[config.mk]
export PLATFORM = sky130hd
export DESIGN_NAME = agu_seq_ctrl
export DESIGN_NICKNAME = d
export VERILOG_FILES = /design/src/rtl/agu_seq_ctrl.sv
export SDC_FILE = /design/constraint.sdc
export NUM_CORES = 1
export LEC_CHECK = 0
export BUFFER_PORTS_ARGS = -buffer_cell sky130_fd_sc_hd__buf_2
export CELL_PAD_IN_SITES_DETAIL_PLACEMENT = 1
export CELL_PAD_IN_SITES_GLOBAL_PLACEMENT = 1
export CORE_MARGIN = 4
export CORE_UTILIZATION = 31
export DETAILED_ROUTE_END_ITERATION = 8
export PLACE_DENSITY_LB_ADDON = 0.1
export SLEW_MARGIN = 20
export SYNTH_ARGS = -nofsm -noshare
export SYNTH_HDL_FRONTEND = slang
export SYNTH_SLANG_ARGS = --single-unit
[constraint.sdc]
create_clock -name clk -period 3.1 [get_ports clk]
set_input_delay 0.155 -clock clk [delete_from_list [all_inputs] [get_ports clk]]
set_output_delay 0.155 -clock clk [all_outputs]
set_load 0.05 [all_outputs]
[src/rtl/agu_seq_ctrl.sv]
`timescale 1ns/1ps
`default_nettype none
// ============================================================================
// Module      : agu_seq_ctrl
// Description : Job sequencer for one address generation unit. A job
//               descriptor (jumps, loop lengths, step count) is accepted
//               over a valid/ready handshake and latched onto the agu.
//               The agu is cleared for one cycle, then the requested number
//               of steps is issued, honouring stall. done pulses once the
//               last address has drained through the downstream pipeline.
//               abort cancels a job at any point after acceptance.
// Ports       : clk, rst_n (sync, active-low)
//               start_valid / start_ready : job handshake (ready only in IDLE)
//               cfg_j, cfg_l, cfg_count   : job descriptor
//               stall, abort              : run-time control
//               agu_clr, agu_step, agu_j, agu_l : agu drive
//               busy, remaining, done, aborted  : status
// Revision    : 1.0 - initial release
// ============================================================================
module agu_seq_ctrl #(
    parameter int BWADDR   = 21,
    parameter int BWLENGTH = 8,
    parameter int NJUMPS   = 5,
    parameter int BWCOUNT  = 24,
    parameter int PIPE_LAT = 2
) (
    input  logic                           clk,
    input  logic                           rst_n,
    input  logic                           start_valid,
    output logic                           start_ready,
    input  logic [NJUMPS*BWADDR-1:0]       cfg_j,
    input  logic [(NJUMPS-1)*BWLENGTH-1:0] cfg_l,
    input  logic [BWCOUNT-1:0]             cfg_count,
    input  logic                           stall,
    input  logic                           abort,
    output logic                           agu_clr,
    output logic                           agu_step,
    output logic [NJUMPS*BWADDR-1:0]       agu_j,
    output logic [(NJUMPS-1)*BWLENGTH-1:0] agu_l,
    output logic                           busy,
    output logic [BWCOUNT-1:0]             remaining,
    output logic                           done,
    output logic                           aborted
);

    // Drain counter must hold PIPE_LAT; keep at least one bit when PIPE_LAT is 0.
    localparam int BWDRAIN = (PIPE_LAT < 1) ? 1 : $clog2(PIPE_LAT + 1);

    localparam logic [BWDRAIN-1:0] C_DRAIN_LOAD = BWDRAIN'(PIPE_LAT);
    localparam logic [BWDRAIN-1:0] C_DRAIN_ONE  = BWDRAIN'(1);
    localparam logic [BWCOUNT-1:0] C_CNT_ONE    = BWCOUNT'(1);
    localparam logic [BWCOUNT-1:0] C_CNT_ZERO   = '0;

    typedef enum logic [1:0] {
        ST_IDLE  = 2'd0,
        ST_LOAD  = 2'd1,
        ST_RUN   = 2'd2,
        ST_DRAIN = 2'd3
    } state_t;

    state_t               state;
    state_t               state_next;
    logic [BWCOUNT-1:0]   remaining_next;
    logic [BWDRAIN-1:0]   drain_cnt;
    logic [BWDRAIN-1:0]   drain_next;
    logic                 done_next;
    logic                 aborted_next;
    logic                 accept;

    // ------------------------------------------------------------------
    // State and datapath registers
    // ------------------------------------------------------------------
    always_ff @(posedge clk) begin
        if (!rst_n) begin
            state     <= ST_IDLE;
            remaining <= '0;
            drain_cnt <= '0;
            agu_j     <= '0;
            agu_l     <= '0;
            done      <= 1'b0;
            aborted   <= 1'b0;
        end else begin
            state     <= state_next;
            remaining <= remaining_next;
            drain_cnt <= drain_next;
            done      <= done_next;
            aborted   <= aborted_next;
            // Job config only moves on acceptance, so it is stable for the job.
            if (accept) begin
                agu_j <= cfg_j;
                agu_l <= cfg_l;
            end
        end
    end

    // ------------------------------------------------------------------
    // Next-state and output decode
    // ------------------------------------------------------------------
    always_comb begin
        state_next     = state;
        remaining_next = remaining;
        drain_next     = drain_cnt;
        done_next      = 1'b0;
        aborted_next   = 1'b0;
        accept         = 1'b0;
        agu_step       = 1'b0;

        case (state)
            ST_IDLE: begin
                // abort has no meaning without a job in flight.
                if (start_valid) begin
                    accept         = 1'b1;
                    remaining_next = cfg_count;
                    state_next     = ST_LOAD;
                end
            end

            ST_LOAD: begin
                if (abort) begin
                    state_next   = ST_IDLE;
                    aborted_next = 1'b1;
                end else if (remaining == C_CNT_ZERO) begin
                    // Empty job: nothing enters the pipeline, so no drain wait.
                    state_next = ST_IDLE;
                    done_next  = 1'b1;
                end else begin
                    state_next = ST_RUN;
                end
            end

            ST_RUN: begin
                if (abort) begin
                    state_next   = ST_IDLE;
                    aborted_next = 1'b1;
                end else if (!stall) begin
                    agu_step = 1'b1;
                    if (remaining != C_CNT_ZERO) begin
                        remaining_next = remaining - C_CNT_ONE;
                    end
                    if (remaining <= C_CNT_ONE) begin
                        if (PIPE_LAT == 0) begin
                            state_next = ST_IDLE;
                            done_next  = 1'b1;
                        end else begin
                            state_next = ST_DRAIN;
                            drain_next = C_DRAIN_LOAD;
                        end
                    end
                end
            end

            ST_DRAIN: begin
                if (abort) begin
                    state_next   = ST_IDLE;
                    aborted_next = 1'b1;
                end else if (drain_cnt <= C_DRAIN_ONE) begin
                    // done is registered, so leaving one count early lands the
                    // pulse exactly PIPE_LAT cycles after the post-step cycle.
                    state_next = ST_IDLE;
                    drain_next = '0;
                    done_next  = 1'b1;
                end else begin
                    drain_next = drain_cnt - C_DRAIN_ONE;
                end
            end

            default: begin
                state_next = ST_IDLE;
            end
        endcase
    end

    assign start_ready = (state == ST_IDLE);
    assign busy        = (state != ST_IDLE);
    // Hold the agu clear while in reset as well as during LOAD.
    assign agu_clr     = ~rst_n | (state == ST_LOAD);

endmodule
`default_nettype wire

==> After elaboration in Yosys (flattened, before gate mapping) <==
Cells that the tools add are included.
{ "word_totals": {"register_bits": 167, "inputBits": 166, "output_inout_bits": 167} }
{ "op_classes": {"addsub": 2, "order_cmp": 2, "n_eq_ne": 12, "mux": 31, "bitwise": 2, "n_reduce_logical": 11} }
{ "ops": {"columns": ["operator", "n"], "rows": [
  ["two-way mux 24 bit", 4],
  ["one-hot mux 24 bit (2 select lines)", 1],
  ["two-way mux 2 bit", 13],
  ["<= comparator 24 x 1 -> 1 bit, second input constant", 1],
  ["zero test 24 bit", 1],
  ["nonzero test 24 bit", 1],
  ["subtractor 24 x 1 -> 24 bit, second input constant", 1],
  ["inequality test 2 bit, second input constant", 6],
  ["two-way mux 1 bit", 10],
  ["AND reduction 5 bit", 2],
  ["inequality test 3 bit, second input constant", 3],
  ["one-hot mux 2 bit (4 select lines)", 1],
  ["nonzero test 2 bit", 3],
  ["equality test 2 bit, second input constant", 2],
  ["one-hot mux 2 bit (2 select lines)", 1],
  ["AND reduction 4 bit", 1],
  ["OR reduction 3 bit", 1],
  ["equality test 2 x 1 -> 1 bit, second input constant", 1],
  ["<= comparator 2 x 1 -> 1 bit, second input constant", 1],
  ["zero test 2 bit", 1],
  ["one-hot mux 1 bit (2 select lines)", 1],
  ["AND reduction 2 bit", 1],
  ["subtractor 2 x 1 -> 2 bit, second input constant", 1],
  ["NOT 1 bit", 1],
  ["bitwise OR 1 bit", 1]
]} }

==> Depth between registers and ports, before layout <==
Gate-level depths: netlist (run 1).
{ "logic_depth": {"word_depth": 5, "mapped_depth": 8, "mapped_depth_nobuf": 8} }

==> Least setup slack after synthesis (run 1) <==
No wires, ideal clock.
{ "synth_timing": {"path_kind": "reg2reg", "from": "reg remaining[0]", "to": "reg remaining[14]", "setup_ps": 96, "arrival_ps": 2577, "slack_ps": 427, "path_stages_with_launch": 9, "n_path_buf": 0, "path_cell_list": "dfxtp_1 inv_1 ha_1 or4b_4 nor4_4 nor3b_2 nand3_1 or3_4 o311ai_1"} }
{ "synth_via": {"elab_chain_len": 5, "word_cells_on_any_way": 8} }
{ "synth_lines": {"columns": ["item", "line", "text"], "rows": [
  ["start, declared", "41", "output logic [BWCOUNT-1:0] remaining,"],
  ["start signal, assigned", "84", "remaining <= remaining_next;"],
  ["subtractor 24 x 1 -> 24 bit", "138", "remaining_next = remaining - C_CNT_ONE;"],
  ["two-way mux 24 bit", "137", "if (remaining != C_CNT_ZERO) begin"],
  ["two-way mux 24 bit", "135", "end else if (!stall) begin"],
  ["two-way mux 24 bit", "132", "if (abort) begin"],
  ["one-hot mux 24 bit (2 select lines)", "108", "case (state)"]
]} }
Several ways; a longest one is shown, not always the timed one. The select of a mux whose other input is x is not followed.
A chain may end at the register's enable or synchronous reset.

==> Final worst setup path (run 1) <==
{ "layout_timing": {"from": "reg remaining[5]", "to": "reg remaining[4]"} }
{ "layout_via": {"elab_chain_len": 3} }
{ "layout_lines": {"columns": ["item", "line"], "rows": [
  ["nonzero test 24 bit", "137"],
  ["inequality test 2 bit (no source line)", null],
  ["AND reduction 5 bit (no source line)", null]
]} }
No other way between the ends.

==> results of run 1 <==
[cell families (layout without fill, tap and decap cells)]
kind of cell	count (synthesis)	count (layout)	share of synthesized area (%)
AO/OA/AOI/OAI	216	216	18.2
adder cells (fa/ha/maj)	3	3	0.573
buffers and inverters	71	524	4.17
flip-flops	167	167	51.1
multiplexers	1	1	0.153
other	0	6	0
AND/OR/NAND/NOR	393	393	25.8
[cells in the final DEF, fill, tap and decap left out, drive strengths merged, types with 4 or more instances in the layout]
cell type,count
nand4,4
inv,14
or2,4
clkbuf,18
nand3,14
a31oi,4
nand2b,6
o31ai,5
and3,5
dlygate4sd3,139
nand2,298
o21ai,15
nor2,28
diode,6
a21oi,161
or4,8
o211ai,13
buf,348
dfxtp,167
nor4,5
nor3,11
[power breakdown]
group	switching [W]	leakage, nW	internal (W)
clock network	0.000953	0.294	0.00129
logic	0.00102	3.12	0.000470
registers	0.000101	1.37	0.00229
[sequential cells by signal (all words and copies together) (netlist names)]
register,flops
agu_j,105
state,2
done,1
agu_l,32
aborted,1
remaining,24
drain_cnt,2
[area by class of cell]
| type | count | area, µm² | area share (%) |
|---|---|---|---|
| repair buffers | 487 | 3200 | 30.5 |
| well taps | 270 | 338 | 3.23 |
| flip-flops and latches | 167 | 3340 | 31.9 |
| inverters | 6 | 25.0 | 0.239 |
| clock buffers | 18 | 429 | 4.10 |
| diodes | 6 | 15.0 | 0.143 |
| clock inverters | 13 | 183 | 1.74 |
| multi-input cells | 613 | 2940 | 28.1 |
[through the flow]
| stage | hold WS, ns | power, W | util, % |
|---|---|---|---|
| after detailed placement | 0.403 | 0.00377 | 41.3 |
| after CTS | 0.00803 | 0.00618 | 51.0 |
| after global routing | 0.0170 | 0.00641 | 51.1 |
| after global placement | 0.396 | 0.00376 | 41.3 |
| after floorplan | 0.291 | 0.00335 | - |
| final | 0.0161 | 0.00613 | 51.1 |
[worst max path at each step]
| stage | slack (ns) | startpoint | cells past startpoint | endpoint |
|---|---|---|---|---|
| global route | 0.31 | remaining[13] | 6 | drain_cnt[1] |
| global placement | 0.66 | remaining[0] | 8 | remaining[14] |
| detailed placement | 0.57 | remaining[5] | 7 | remaining[4] |
| CTS | 0.56 | remaining[5] | 7 | remaining[4] |
| floorplan | 0.43 | remaining[0] | 8 | remaining[14] |
| finish | 0.47 | remaining[5] | 7 | remaining[4] |
[Yosys cell counts (2+ instances only)]
cell type and instances:
sky130_fd_sc_hd__nand2_1 298, sky130_fd_sc_hd__dfxtp_1 167, sky130_fd_sc_hd__a21oi_1 160, sky130_fd_sc_hd__clkbuf_1 60, sky130_fd_sc_hd__nor2_1 28, sky130_fd_sc_hd__nand3_1 14
sky130_fd_sc_hd__o211ai_1 13, sky130_fd_sc_hd__o21ai_0 13, sky130_fd_sc_hd__nor3_1 11, sky130_fd_sc_hd__inv_1 6, sky130_fd_sc_hd__nand2b_1 6, sky130_fd_sc_hd__or4_1 6
sky130_fd_sc_hd__and3_1 5, sky130_fd_sc_hd__buf_2 5, sky130_fd_sc_hd__o31ai_1 5, sky130_fd_sc_hd__a31oi_1 4, sky130_fd_sc_hd__nand4_1 4, sky130_fd_sc_hd__or2_2 4
sky130_fd_sc_hd__ha_1 3, sky130_fd_sc_hd__a22oi_1 2, sky130_fd_sc_hd__a32oi_1 2, sky130_fd_sc_hd__a41oi_1 2, sky130_fd_sc_hd__nor4_1 2, sky130_fd_sc_hd__nor4_4 2
sky130_fd_sc_hd__o21ai_1 2, sky130_fd_sc_hd__or3_1 2, sky130_fd_sc_hd__or4_4 2
[critical path, delay by kind of cell (launching register included)]
kind / cells / cell delay [ns]
compound gates: 3 / 0.64
simple gates: 3 / 1.27
flops: 1 / 0.39
buf+inv: 1 / 0.22
[per-layer routing]
layer | vias up | routed length (µm) | global-route usage [%]
met5 | - | 0 | 0
met1 | 3571 | 11200 | 26.1
li1 | 3739 | - | -
met2 | 293 | 13600 | 38.5
met4 | 0 | 864 | 9.38
met3 | 60 | 2130 | 7.27
[what timing repair did]
| action | in CTS | in global routing |
|---|---|---|
| hold buffers | 139 | 0 |
| resized for setup | 0 | 0 |
| hold endpoints to repair | 139 | 0 |
==> results.toml, run 1 <==
[run_status]
status = "finished, final reports clean"

[layout]
number_of_nets_in_the_layout = 1461
fin_area_um2 = 10500
fin_cells = 1580
layout-drive-gt1-share_pct = 30.2
flow.area_growth_from_synthesis_pct = 60.0
fill_cells = 2507

[synth]
number_of_distinct_standard_cells_referenced_by_the_synthesized_netlist = 50
seq_area_frac_synth_pct = 51.1
avgSynthCellArea_um2 = 7.69
synth-async-reset-ratio_pct = 0
synthDominantAreaCellType = "sky130_fd_sc_hd__dfxtp_1"
synth_top_area_share_pct = 51.1
synth.top_cells.by_area = "sky130_fd_sc_hd__dfxtp_1 51%, sky130_fd_sc_hd__nand2_1 17%, sky130_fd_sc_hd__a21oi_1 12%"
number_of_synthesized_flops_with_an_enable_pin = 0
ys_dominant_reg_cell = "sky130_fd_sc_hd__dfxtp_1"
ys_warn_count = 0
number_of_nets_in_the_synthesized_netlist = 1020
netlist_area_um2 = 6550
ys_ff_latch = 167
post_synthesis_instance_total = 851

[setup_path]
endpoint_class_of_the_critical_path = "register"
critical_path.slowest_cell = "sky130_fd_sc_hd__or4_1"
criticalPathCategory = "register to register"
worstReg2RegStart = "remaining[5]"
crit_path_start_kind = "register"
setup.reg_to_reg.worst_slack_ns = 0.47
r2r.worst_path.cells = 7
slowest_delay_ns = 0.64
critical_path_peak_fanout = 15
critical_path.cell_chain = "or4_1 -> nor4b_1 -> a41oi_1 -> a21oi_2 -> buf_4 -> nor2_1 -> o21a_1"
worst-endpoint-arrival_ns = 2.96
crit_required_ns = 3.43
critical_path.reg2reg.endpoint = "remaining[4]"

[timing]
timing.clock.skew_ns = 0.0146
timing.final.crit_share_pct = 85.0
max-slew-margin-rel_pct = 55.4
worst-slew-pin-transition_ns = 0.669
rsz0062_at_grt = "false"
final_critical_path_setup_slack_ns = 0.466
timing.setup.tns_ns = 0
final-max-slew-violation-count = 0
maxClockFrequency_mhz = 380
final_hold_viol_count = 0
layout_min_cycle_time_ns = 2.63
finalSetupViolations = 0

[power]
power.leakage_nw = 4.78
power.density_cell_area_nw_per_um2 = 585
irDropWorstVdd_v = 0.000372

[placement]
gp_congestion = 0.843
detailedPlace.worstSlack_ns = 0.573
dp_hpwl_um = 17500
numPortBuffers = 332
placed_inst_area_um2 = 8460
placed_cells_incl_taps = 1404

[floorplanning]
die_x_um = 153
design.die.area_um2 = 23500
core_area_um2 = 20500
die_extent_in_y_um = 153
num_io_pins = 333
initial_core_util_pct = 31.9
floorplan.rows = 52

[route]
ant_nets = 0
detail_route.iter0.violations = 311
totalWireLength_um = 27700
drc_errors = 0
drt_pre_antenna_iters = 4
wl_per_cell_um = 17.5
total_number_of_vias = 7663
route.detailed.vias_per_inst = 4.85

[clock_tree]
ctsHtreeMaxLevel = 4
clock_insertion_delay_worst_skew_ns = 0.43
cts_made_buffers = 17
cts.repair_timing.setup_buffer_count = 0
worst_setup_hold_path_clk_slew_ns = 0.07
cts_buffer_depth = 2
ctsRootBufferMaster = "sky130_fd_sc_hd__clkbuf_16"
count_of_clock_tree_sinks = 167
cts_tree = "done"

[grt]
gr-total-overflow = 0
antenna_found_initial = 5
grt_pass1_wl_um = 43300
groute.usage.overall_pct = 22.5
first_global_vias = 8079
grt_max_degree = 78

[flow_run]
cap_violations = 0

[hold_path]
hold_path_depth = 3
hold_path_startpoint = "cfg_count[14]"
min_path_type = "primary input to register"
hold_path_end = "remaining[14]"
Power figures use the tool's default switching activity.
==> run 2: changes to the inputs <==
--- a/config.mk
+++ b/config.mk
@@ -9,7 +9,7 @@
 export CELL_PAD_IN_SITES_DETAIL_PLACEMENT = 1
 export CELL_PAD_IN_SITES_GLOBAL_PLACEMENT = 1
 export CORE_MARGIN = 4
-export CORE_UTILIZATION = 31
+export CORE_UTILIZATION = 28
 export DETAILED_ROUTE_END_ITERATION = 8
 export PLACE_DENSITY_LB_ADDON = 0.1
 export SLEW_MARGIN = 20
==> constraint.sdc (replaced) <==
create_clock -name clk -period 2.4 [get_ports clk]
set_input_delay 0.12 -clock clk [delete_from_list [all_inputs] [get_ports clk]]
set_output_delay 0.12 -clock clk [all_outputs]
set_load 0.05 [all_outputs]
==> results.toml, run 2 (synthesized netlist as in run 1, its figures left out) <==
[run_status]
status = "finished, final reports clean"

[power]
power_frac_clock_pct = 36.0
power.sequential.fraction_pct = 38.2
irDropWorstVdd_v = 0.000425
power.total_w = 0.00801
power.leakage_nw = 4.97
power.density_cell_area_nw_per_um2 = 737
power.share.switching_pct = 35.4
cell_internal_pwr_w = 0.00518
power_frac_comb_pct = 25.8
p_sw_w = 0.00283

[placement]
placed_cells_incl_taps = 1468
gp_congestion = 0.829
dp_hpwl_um = 18100
numPortBuffers = 332

[layout]
flow.area_growth_from_synthesis_pct = 66.0
fin_cells = 1648
reg_top3 = "agu_j x105, agu_l x32, remaining x24"
highest_count_cells_in_the_layout_ignoring_fill_and_taps = "332 x sky130_fd_sc_hd__buf_2, 297 x sky130_fd_sc_hd__nand2_1, 160 x sky130_fd_sc_hd__a21oi_1, 160 x sky130_fd_sc_hd__dfxtp_1, 143 x sky130_fd_sc_hd__dlygate4sd3_1"
layout-drive-gt1-share_pct = 32.6
fill_cells = 2854
final_core_utilization_pct = 47.6
final_common_cell = "sky130_fd_sc_hd__buf_2"
flip_flop_count_of_the_largest_register_all_copies_and_words_added = 105
largest_register = "agu_j"
number_of_nets_in_the_layout = 1490

[grt]
groute.usage.overall_pct = 20.7
gr-total-overflow = 0
first_global_vias = 8153
grt_pass1_wl_um = 43500
grt_max_degree = 103
antenna_found_initial = 1

[setup_path]
slowest_delay_ns = 0.49
critical_path.slowest_cell = "sky130_fd_sc_hd__or4b_4"
endpoint_class_of_the_critical_path = "register"
timing.critical_path.buf_inv = 1
critical_path_peak_fanout = 5
crit_required_ns = 2.73
critical_path.cell_chain = "inv_4 -> ha_4 -> or4b_4 -> nor4_4 -> nor3b_4 -> nand3_1 -> or3_4 -> o311ai_1"
critical_path.top_delay_family = "simple AND/OR/NAND/NOR gates"
worst-endpoint-arrival_ns = 2.64
criticalPathCategory = "register to register"
crit_path_start_kind = "register"

[clock_tree]
cts_made_buffers = 17
count_of_clock_tree_sinks = 167
clock_insertion_delay_worst_skew_ns = 0.43
ctsRootBufferMaster = "sky130_fd_sc_hd__clkbuf_16"
cts_buffer_depth = 2
cts_tree = "done"
ctsHtreeMaxLevel = 4
worst_setup_hold_path_clk_slew_ns = 0.07

[route]
route.detailed.vias_per_inst = 4.69
drt_pre_antenna_iters = 4
wl_per_cell_um = 16.9
ant_nets = 0
total_number_of_vias = 7732
totalWireLength_um = 27900
drc_errors = 0
detail_route.iter0.violations = 297

[hold_path]
min_path_type = "primary input to register"

[timing]
timing.clock.skew_ns = 0.0147
maxClockFrequency_mhz = 432
worst-slew-pin-transition_ns = 0.518
timing.final.crit_share_pct = 96.6
final_hold_viol_count = 0
layout_min_cycle_time_ns = 2.32
max-slew-margin-rel_pct = 65.2
holdWs_ns = 0.0175
timing.setup.tns_ns = 0
finalSetupViolations = 0
final-max-slew-violation-count = 0

[floorplanning]
floorplan.rows = 55
die_extent_in_y_um = 161
die_x_um = 161
design.die.area_um2 = 25900
core_area_um2 = 22800
num_io_pins = 333
initial_core_util_pct = 28.7

[flow_run]
cap_violations = 0
==> run 2: worst paths after layout <==
kind                      start  slack, ns  depth (start not counted)            end
hold reg to reg       agu_j[45]       0.45                          2      agu_j[45]
setup reg to reg   remaining[1]       0.08                          8  remaining[14]
setup / recovery   remaining[1]       0.08                          8  remaining[14]
hold / removal    cfg_count[14]       0.02                          3  remaining[14]
==> run 2: stage by stage <==
stage,setup WS [ns],cell area [µm²]
after floorplan,-0.0557,6580
after global placement,0.0705,8750
after detailed placement,0.0495,8750
after CTS,0.000619,10800
after global routing,-0.00794,10900
final,0.0826,10900
==> run 2: timing repair <==
| item | CTS | global route |
|---|---|---|
| hold buffers | 143 | 0 |
| resized for setup | 0 | 7 |
| hold endpoints to repair | 143 | 0 |
| setup buffers | 0 | 4 |
| setup endpoints to repair | 0 | 24 |
==> run 2: power groups by stage <==
stage	combinational (W)	clock (W)	sequential, W
after CTS	0.00203	0.00298	0.00306
after global placement	0.00183	0	0.00312
after global routing	0.00221	0.00311	0.00309
after detailed placement	0.00184	0	0.00312
final	0.00207	0.00288	0.00306
after floorplan	0.000580	0	0.00375
==> run 2: worst reg2reg max path: stages (launching register included) <==
cell and delay [ns]:
sky130_fd_sc_hd__dfxtp_4 0.37, sky130_fd_sc_hd__inv_4 0.07, sky130_fd_sc_hd__ha_4 0.12, sky130_fd_sc_hd__or4b_4 0.49, sky130_fd_sc_hd__nor4_4 0.17, sky130_fd_sc_hd__nor3b_4 0.26, sky130_fd_sc_hd__nand3_1 0.13, sky130_fd_sc_hd__or3_4 0.38
sky130_fd_sc_hd__o311ai_1 0.23
==> run 2: per-layer routing <==
layer | wire length (µm) | global-route usage, %
met1 | 11200 | 23.3
met2 | 13800 | 36.2
met3 | 1760 | 5.41
met4 | 1100 | 10.4
met5 | 0 | 0
==> run 2: cell type report <==
| class | count | area (µm²) | share of cell area (%) |
|---|---|---|---|
| multi-input combinational | 613 | 2990 | 27.5 |
| timing repair buffer | 516 | 3480 | 32.0 |
| inverter | 6 | 30.0 | 0.276 |
| sequential | 167 | 3360 | 30.9 |
| antenna | 1 | 2.50 | 0.0230 |
| clock buffer | 18 | 439 | 4.04 |
| tap | 313 | 392 | 3.60 |
| clock inverter | 14 | 184 | 1.69 |
==> run 3: changes to the inputs <==
==> config.mk (replaced) <==
export PLATFORM = sky130hd
export DESIGN_NAME = agu_seq_ctrl
export DESIGN_NICKNAME = d
export VERILOG_FILES = /design/src/rtl/agu_seq_ctrl.sv
export SDC_FILE = /design/constraint.sdc
export NUM_CORES = 1
export LEC_CHECK = 0
export BUFFER_PORTS_ARGS = -buffer_cell sky130_fd_sc_hd__buf_2
export CORE_MARGIN = 2
export CORE_UTILIZATION = 41
export DETAILED_ROUTE_END_ITERATION = 8
export PLACE_DENSITY = 0.76
export SLEW_MARGIN = 20
export SYNTH_ARGS = -nofsm -noshare
export SYNTH_HDL_FRONTEND = slang
export SYNTH_SLANG_ARGS = --single-unit
==> results.toml, run 3 (synthesized netlist as in run 1, its figures left out) <==
[run_status]
status = "finished, final reports clean"

[timing]
timing.clock.skew_ns = 0.00844
worst-slew-pin-transition_ns = 0.544
layout_min_cycle_time_ns = 2.30
holdWs_ns = 0.0153
maxClockFrequency_mhz = 434
timing.final.crit_share_pct = 95.9
max-slew-margin-rel_pct = 63.7
final-max-slew-violation-count = 0
finalSetupViolations = 0
final_hold_viol_count = 0
rsz0062_at_grt = "true"
timing.setup.tns_ns = 0

[clock_tree]
cts_buffer_depth = 2
cts_made_buffers = 17
clock_insertion_delay_worst_skew_ns = 0.43
worst_setup_hold_path_clk_slew_ns = 0.07
ctsHtreeMaxLevel = 4
ctsRootBufferMaster = "sky130_fd_sc_hd__clkbuf_16"
count_of_clock_tree_sinks = 167
cts_tree = "done"

[route]
total_number_of_vias = 7876
detail_route.iter0.violations = 456
totalWireLength_um = 23900
drt_pre_antenna_iters = 6
drc_errors = 0
route.detailed.vias_per_inst = 5.11
ant_nets = 0
wl_per_cell_um = 15.5

[setup_path]
critical_path_peak_fanout = 6
crit_path_start_kind = "register"
worst-endpoint-arrival_ns = 2.63
crit_required_ns = 2.73
criticalPathCategory = "register to register"
endpoint_class_of_the_critical_path = "register"

[layout]
area_used_by_sequential_logic_in_the_layout_um2 = 3360
fill_cells = 1217
flow.area_growth_from_synthesis_pct = 62.3
highest_count_cells_in_the_layout_ignoring_fill_and_taps = "332 x sky130_fd_sc_hd__buf_2, 297 x sky130_fd_sc_hd__nand2_1, 160 x sky130_fd_sc_hd__a21oi_1, 160 x sky130_fd_sc_hd__dfxtp_1, 144 x sky130_fd_sc_hd__dlygate4sd3_1"
number_of_nets_in_the_layout = 1479
fin_cells = 1540
layout-drive-gt1-share_pct = 32.0
largest_register = "agu_j"
reg_top3 = "agu_j x105, agu_l x32, remaining x24"
flip_flop_count_of_the_largest_register_all_copies_and_words_added = 105
final_common_cell = "sky130_fd_sc_hd__buf_2"
multi_input_area_um2 = 3000

[grt]
grt_max_degree = 102
first_global_vias = 7459
antenna_found_initial = 0
grt_pass1_wl_um = 35300
gr-total-overflow = 0
groute.usage.overall_pct = 26.1

[flow_run]
cap_violations = 0

[floorplanning]
num_io_pins = 333
die_x_um = 130
initial_core_util_pct = 41.5
design.die.area_um2 = 17000
core_area_um2 = 15800
floorplan.rows = 46
die_extent_in_y_um = 130

[placement]
numPortBuffers = 332
placed_cells_incl_taps = 1362
dp_hpwl_um = 13900
gp_congestion = 0.919

[hold_path]
min_path_type = "primary input to register"

[power]
power.density_cell_area_nw_per_um2 = 742
power.total_w = 0.00789
power.leakage_nw = 4.90
irDropWorstVdd_v = 0.000468
## run 3: worst paths after layout
check             cells past startpoint  slack, ns          from             to
setup / recovery                      8        0.1  remaining[0]  remaining[14]
hold / removal                        3       0.02      cfg_j[2]       agu_j[2]
setup reg to reg                      8        0.1  remaining[0]  remaining[14]
hold reg to reg                       2       0.45     agu_l[27]      agu_l[27]
## run 3: worst max-delay path, stage by stage, from the launching register on
cell and delay, ns:
sky130_fd_sc_hd__dfxtp_4 0.37, sky130_fd_sc_hd__inv_4 0.07, sky130_fd_sc_hd__ha_4 0.12, sky130_fd_sc_hd__or4b_4 0.49
sky130_fd_sc_hd__nor4_4 0.17, sky130_fd_sc_hd__nor3b_4 0.25, sky130_fd_sc_hd__nand3_1 0.12, sky130_fd_sc_hd__or3_4 0.37
sky130_fd_sc_hd__o311ai_1 0.25
## run 3: final cells by class
cell class | count | share of cell area, %
tap | 216 | 2.54
multi-input combinational | 613 | 28.2
sequential | 167 | 31.6
antenna | 1 | 0.0235
timing repair buffer | 505 | 31.7
clock inverter | 13 | 1.48
clock buffer | 19 | 4.17
inverter | 6 | 0.283
## run 3: what timing repair did
item,in CTS,in global routing
gates resized for setup,0,8
setup buffers,0,1
hold buffers,144,0
endpoints found under the hold margin,144,0
setup endpoints to repair,0,24
## run 3: power by group
group	leakage, nW	internal [W]	switching, W
Sequential	1.37	0.00295	0.000115
Combinational	3.23	0.000663	0.00133
Clock	0.294	0.00160	0.00123
## run 3: per-stage QoR
step                setup WS [ns]  cell area [µm²]  util (%)
floorplan                 -0.0557             6580         -
global placement            0.104             8540      54.1
detailed placement         0.0213             8540      54.1
CTS                       0.00308            10600      67.1
global route              0.00194            10600      67.4
finish                     0.0981            10600      67.4
## run 3: routing by layer
| metal | global-route usage (%) | part of all wire (%) | vias to the layer above |
|---|---|---|---|
| met5 | 0 | 0 | - |
| met4 | 14.2 | 4.2 | 0 |
| met3 | 7.90 | 8.7 | 93 |
| met2 | 46.1 | 49 | 405 |
| met1 | 28.1 | 38 | 3605 |
| li1 | - | - | 3773 |
